[src/rtl/clock_invert_ctrl.sv]
// Polarity-select controller for the glitch-free clock invert mux.
// Enforces a minimum dwell on sel, flags completion, counts toggles.
module clock_invert_ctrl #(
    parameter int HOLD_CYCLES = 4,
    parameter int CNT_WIDTH   = 8
) (
    input  logic                 clk,
    input  logic                 reset,
    input  logic                 req_valid,
    input  logic                 req_invert,
    output logic                 req_ready,
    input  logic                 cnt_clear,
    output logic                 sel,
    output logic                 busy,
    output logic                 done,
    output logic [CNT_WIDTH-1:0] toggle_count
);

    // Dwell below 2 cycles would let the mux see sel edges too close together.
    localparam int HOLD_EFF = (HOLD_CYCLES < 2) ? 2 : HOLD_CYCLES;
    localparam int HW = $clog2(HOLD_EFF);
    localparam logic [HW-1:0] HOLD_LOAD = HW'(HOLD_EFF - 1);

    typedef enum logic {
        IDLE,
        HOLD
    } state_t;

    state_t        state;
    state_t        state_nxt;
    logic [HW-1:0] hold_cnt;
    logic          settle_flag;
    logic          accept;
    logic          change;
    logic          same;

    assign accept = req_valid & req_ready;
    assign change = accept & (req_invert != sel);
    assign same   = accept & (req_invert == sel);

    always_ff @(posedge clk or posedge reset) begin
        if (reset) begin
            state <= IDLE;
        end else begin
            state <= state_nxt;
        end
    end

    always_comb begin
        state_nxt = state;
        unique case (state)
            IDLE: if (change) state_nxt = HOLD;
            HOLD: if (hold_cnt == '0) state_nxt = IDLE;
        endcase
    end

    always_comb begin
        req_ready = (state == IDLE);
        busy      = (state == HOLD);
    end

    // settle_flag delays done by one extra cycle to cover the mux pipeline.
    always_ff @(posedge clk or posedge reset) begin
        if (reset) begin
            hold_cnt     <= '0;
            sel          <= 1'b0;
            settle_flag  <= 1'b0;
            done         <= 1'b0;
            toggle_count <= '0;
        end else begin
            if (change) begin
                hold_cnt <= HOLD_LOAD;
            end else if (state == HOLD && hold_cnt != '0) begin
                hold_cnt <= hold_cnt - 1'b1;
            end
            if (change) begin
                sel <= req_invert;
            end
            settle_flag <= change;
            done        <= same | settle_flag;
            if (cnt_clear) begin
                toggle_count <= '0;
            end else if (change) begin
                toggle_count <= toggle_count + 1'b1;
            end
        end
    end

endmodule

[config.mk]
export PLATFORM = sky130hd
export DESIGN_NAME = clock_invert_ctrl
export DESIGN_NICKNAME = d
export VERILOG_FILES = /design/src/rtl/clock_invert_ctrl.sv
export SDC_FILE = /design/constraint.sdc
export NUM_CORES = 1
export LEC_CHECK = 0
export BUFFER_PORTS_ARGS = -buffer_cell sky130_fd_sc_hd__buf_4
export CAP_MARGIN = 20
export CORE_MARGIN = 8
export CORE_UTILIZATION = 40
export DETAILED_ROUTE_END_ITERATION = 8
export REMOVE_ABC_BUFFERS = 1
export SETUP_SLACK_MARGIN = 0.2
export SYNTH_ARGS = -nofsm -noshare
export SYNTH_HDL_FRONTEND = slang
export SYNTH_SLANG_ARGS = --single-unit
[constraint.sdc]
create_clock -name clk -period 1.6 [get_ports clk]
set_clock_uncertainty 0.2 [all_clocks]
set_input_delay 0.32 -clock clk [delete_from_list [all_inputs] [get_ports clk]]
set_output_delay 0.32 -clock clk [all_outputs]
set_load 0.1 [all_outputs]
---- Word level (Yosys, flattened, before mapping) ----
Index checks and enable logic that the tools add are counted.
storage, ports and cells
  output and inout port bits .............. 12
  input port bits ......................... 5
  word-level logic and storage cells ...... 27
  bits in registers ....................... 14
operators by class
  eq/ne operators ......................... 2
  bitwise logic cells ..................... 5
  $add $sub $neg .......................... 2
  reductions and logical operators ........ 5
  muxes and demuxes ....................... 7
operator list
  operator               number
  $mux W8                2
  $add A8 B1 Y8 const B  1
  $reduce_bool A2 Y1     3
  $mux W2                2
  $and A1 B1 Y1          3
  $logic_not A2 Y1       1
  $mux W1                2
  $pmux W1 S2            1
  $sub A2 B1 Y2 const B  1
  $eq A1 B1 Y1           1
  $logic_and A1 B1 Y1    1
  $ne A1 B1 Y1           1
  $not A1 Y1             1
  $or A1 B1 Y1           1

---- Depth between registers and ports, before layout ----
  depth in word-level cells ............... 5
  depth in mapped cells ................... 5
  gate-level depth less buffers ........... 5

---- Worst setup path before layout ----
No wires, ideal clock.
  path kind ............................... reg2reg
  from .................................... register sel
  to ...................................... register toggle_count[6]
  period minus slack after synthesis ...... 2.320 ns
  stages on the path, launching flop included .. 5
  library setup time ...................... 0.125 ns
  data arrival time ....................... 1.995 ns
  data required time ...................... 1.275 ns
  buffers on the path ..................... 1
  setup slack ............................. -0.720 ns
  cell sequence ........................... dfrtp_1 xnor2_1 buf_6 nor4_1 mux2_2
on the way
  longest elaborated chain between the ends .. 3
RTL lines
  what                                 RTL line  source
  from (decl)                          13        output logic sel,
  from (signal assigned)               77        sel <= req_invert;
  $ne A1 B1 Y1                         38        assign change = accept & (req_invert != sel);
  $and A1 B1 Y1                        38
  $reduce_bool A2 Y1 (no source line)  -
  to (signal assigned)                 84        toggle_count <= toggle_count + 1'b1;
  to (decl)                            16        output logic [CNT_WIDTH-1:0] toggle_count
Every way passes these cells.
A chain may end at the register's enable or synchronous reset.

---- Final worst setup path ----
  from .................................... register toggle_count[1]
  to ...................................... register toggle_count[7]
on the way
  longest elaborated chain between the ends .. 3
RTL lines
  what           RTL line  source
  $add A8 B1 Y8  84
  $mux W8        83        end else if (change) begin
  $mux W8        81        if (cnt_clear) begin
Every way passes these cells. The select of a mux whose other input is x is not followed.

==> flow_summary.ini <==
[power_and_ir_drop]
p_leak_uw = 0.000593
finalPower_uw = 2250
pwr_density_cell_mw_per_mm2 = 1680
vdd_ir_drop_max_mv = 1.34

[timing]
rsz0062_at_grt = yes
maxSlewHeadroom = 0.644
max_freq_mhz = 614
slew_violations = 0
min_period_ps = 1630
fin_crit_sh = 1.02
hold_viol_final = 0
fin_hold_ws_ps = 79.3
final-setup-viol-count = 4
fin_tns_setup_ps = -89.4
max_slew.worst_pin.slew_ps = 533
setup_ws_ps = -29.4

[cells_and_area]
synthToLayoutAreaGrowth_pct = 88.9
insertedDiodeCount = 0
multi_input_area_um2 = 434
drive_gt1_frac = 0.591
final_nets = 118
nFillCells = 106
seq_area_um2 = 353
fin_cells = 135

[die]
num_io_pins = 17
die_w_um = 58.2
start_util = 0.416
die-area_mm2 = 0.00338
core_area_mm2 = 0.00171
die_h_um = 58.2
rows = 15

[grt]
grt_overflow = 0
grt_usage = 0.129
grt_pass1_wl_mm = 3.32
grt_max_degree = 15
antenna_found_initial = 0
first_global_vias = 702

[min_path]
hold_start = cnt_clear
whs_path_depth = 2
hp-class = in2reg
whs_endpoint = toggle_count[0]$_DFFE_PP0P_

[place]
dp_hpwl_mm = 1.27
place_congestion = 0.779
dp_cells = 121
io_buffer_count = 16

[clock_tree]
cts_tree = yes
cts.clk_slew.worst_paths_ps = 90
cts_sinks = 14
htree_num_levels = 1
cts_buffer_depth = 2
root_buffer = clkbuf_4
cts_buffers = 3
insertion_delay_ps = 280

[detailed_routing]
vias = 703
vias_per_cell = 5.21
drt_wl_total_mm = 2.21
drt_iter0_drc = 12
drc = 0
first_pass_iters = 4
ant_nets = 0
drt-wirelength-per-cell_um = 16.4

[synth]
yosysTopAreaCellShare = 0.493
ys_ff_latch = 14
yosysUniqueCellTypes = 25
synth_area_leaders = dfrtp_1 49%, nand2_1 4.2%, a21oi_1 3.5%, ha_1 3.5%, nand3_1 3.5%
post-synth-top-count-cell = dfrtp_1
seq_area_frac_synth = 0.493
async_reset_ff_frac = 1.00
synth_edf_count = 0
syn_inst = 73
synth_top_flop_cell = dfrtp_1
avgSynthCellArea_um2 = 9.74
syn_area_um2 = 711
yosys.area.top_type = dfrtp_1
yosys_warnings = 0
synth_common_cells = 14 x dfrtp_1, 8 x nand2_1, 6 x inv_1

[critical_path]
reg2reg_slack_ps = -30
worst_ep_arrival_time_ps = 1610
r2r_start = toggle_count[1]$_DFFE_PP0P_
critPathMaxFanout = 5
critPathCaptureType = register
worstPathRequired_ps = 1580
criticalPathCategory = reg2reg
r2r_cells = 4
start_kind = register
r2r_end = toggle_count[7]$_DFFE_PP0P_

[run_status]
status = complete, but fails checks
violations = setup timing

[flow_run]
cap_violations = 0
area by class of cell:
| cell class | count | area share |
|---|---|---|
| timing repair buffer | 36 | 0.347 |
| clock buffer | 4 | 0.0270 |
| sequential | 14 | 0.263 |
| tap | 25 | 0.0233 |
| multi-input combinational | 50 | 0.323 |
| inverter | 6 | 0.0168 |
metrics by stage:
| step | util | instance area (µm²) | worst slack (ps) |
|---|---|---|---|
| finish | 0.786 | 1340 | -29.4 |
| global route | 0.786 | 1340 | -90.9 |
| CTS | 0.717 | 1220 | -16.2 |
| detailed placement | 0.538 | 918 | -154 |
| global placement | 0.538 | 918 | -101 |
| floorplan | - | 692 | -765 |
layer usage:
layer  global-route usage  vias to the layer above  wire length [µm]
li1                     -                      332                 -
met1                0.130                      340               790
met2                0.237                       27              1250
met3               0.0419                        4               143
met4               0.0524                        0                26
met5                    0                        -                 0
cells in the final DEF, fill, tap and decap left out, drive strengths merged, types with 2 or more instances in the layout:
cell type   n
nand2       8
a21oi       5
nor4        2
mux2        2
o21ai       2
buf        35
clkbuf      4
o31ai       3
nand2b      2
inv         6
ha          2
xnor2       2
nor2        3
nand3       5
dfrtp      14
nor2b       3
or4         3
report_power, final:
group	internal, µW	switching (µW)	leakage [µW]
logic	647	848	0.000391
clock network	139	122	0.0000210
registers	436	62.5	0.000181
flip-flops by register name (all words and copies together) (netlist names):
name	count
done	1
busy	1
toggle_count	8
sel	1
hold_cnt	2
settle_flag	1
critical path, stage by stage (launching register included):
cell and delay, ps:
dfrtp_1 410, buf_6 150, nand3_1 130, nor4_4 310
mux2_4 320
worst max path at each step:
| stage | from | endpoint | slack [ps] | cells past startpoint |
|---|---|---|---|---|
| floorplan | sel$_DFFE_PP0P_ | toggle_count[6]$_DFFE_PP0P_ | -760 | 3 |
| global placement | req_invert | toggle_count[7]$_DFFE_PP0P_ | -100 | 5 |
| detailed placement | req_invert | toggle_count[7]$_DFFE_PP0P_ | -150 | 5 |
| CTS | busy$_DFF_PP0_ | toggle_count[7]$_DFFE_PP0P_ | -20 | 3 |
| global route | toggle_count[1]$_DFFE_PP0P_ | toggle_count[4]$_DFFE_PP0P_ | -90 | 4 |
| finish | toggle_count[1]$_DFFE_PP0P_ | toggle_count[7]$_DFFE_PP0P_ | -30 | 4 |
timing repair:
item,in CTS,in global routing
hold endpoints to repair,14,0
pin swaps,13,8
resized for setup,53,22
endpoints found under the setup margin,19,23
setup buffers,5,3
hold buffers,1,0
cloned,1,0
cells by family (layout without fill, tap and decap cells):
| logic type | count (synthesis) | count (layout) | share of synthesized area |
|---|---|---|---|
| muxes | 2 | 2 | 0.0317 |
| and+or+nand+nor | 29 | 29 | 0.217 |
| AOI/OAI and AO/OA | 14 | 14 | 0.129 |
| DFF | 14 | 14 | 0.493 |
| buffers and inverters | 9 | 46 | 0.0581 |
| adders and majority gates | 2 | 2 | 0.0352 |
| xor gates and xnor gates | 3 | 3 | 0.0370 |
No activity file was read; power rests on OpenSTA's default activity.
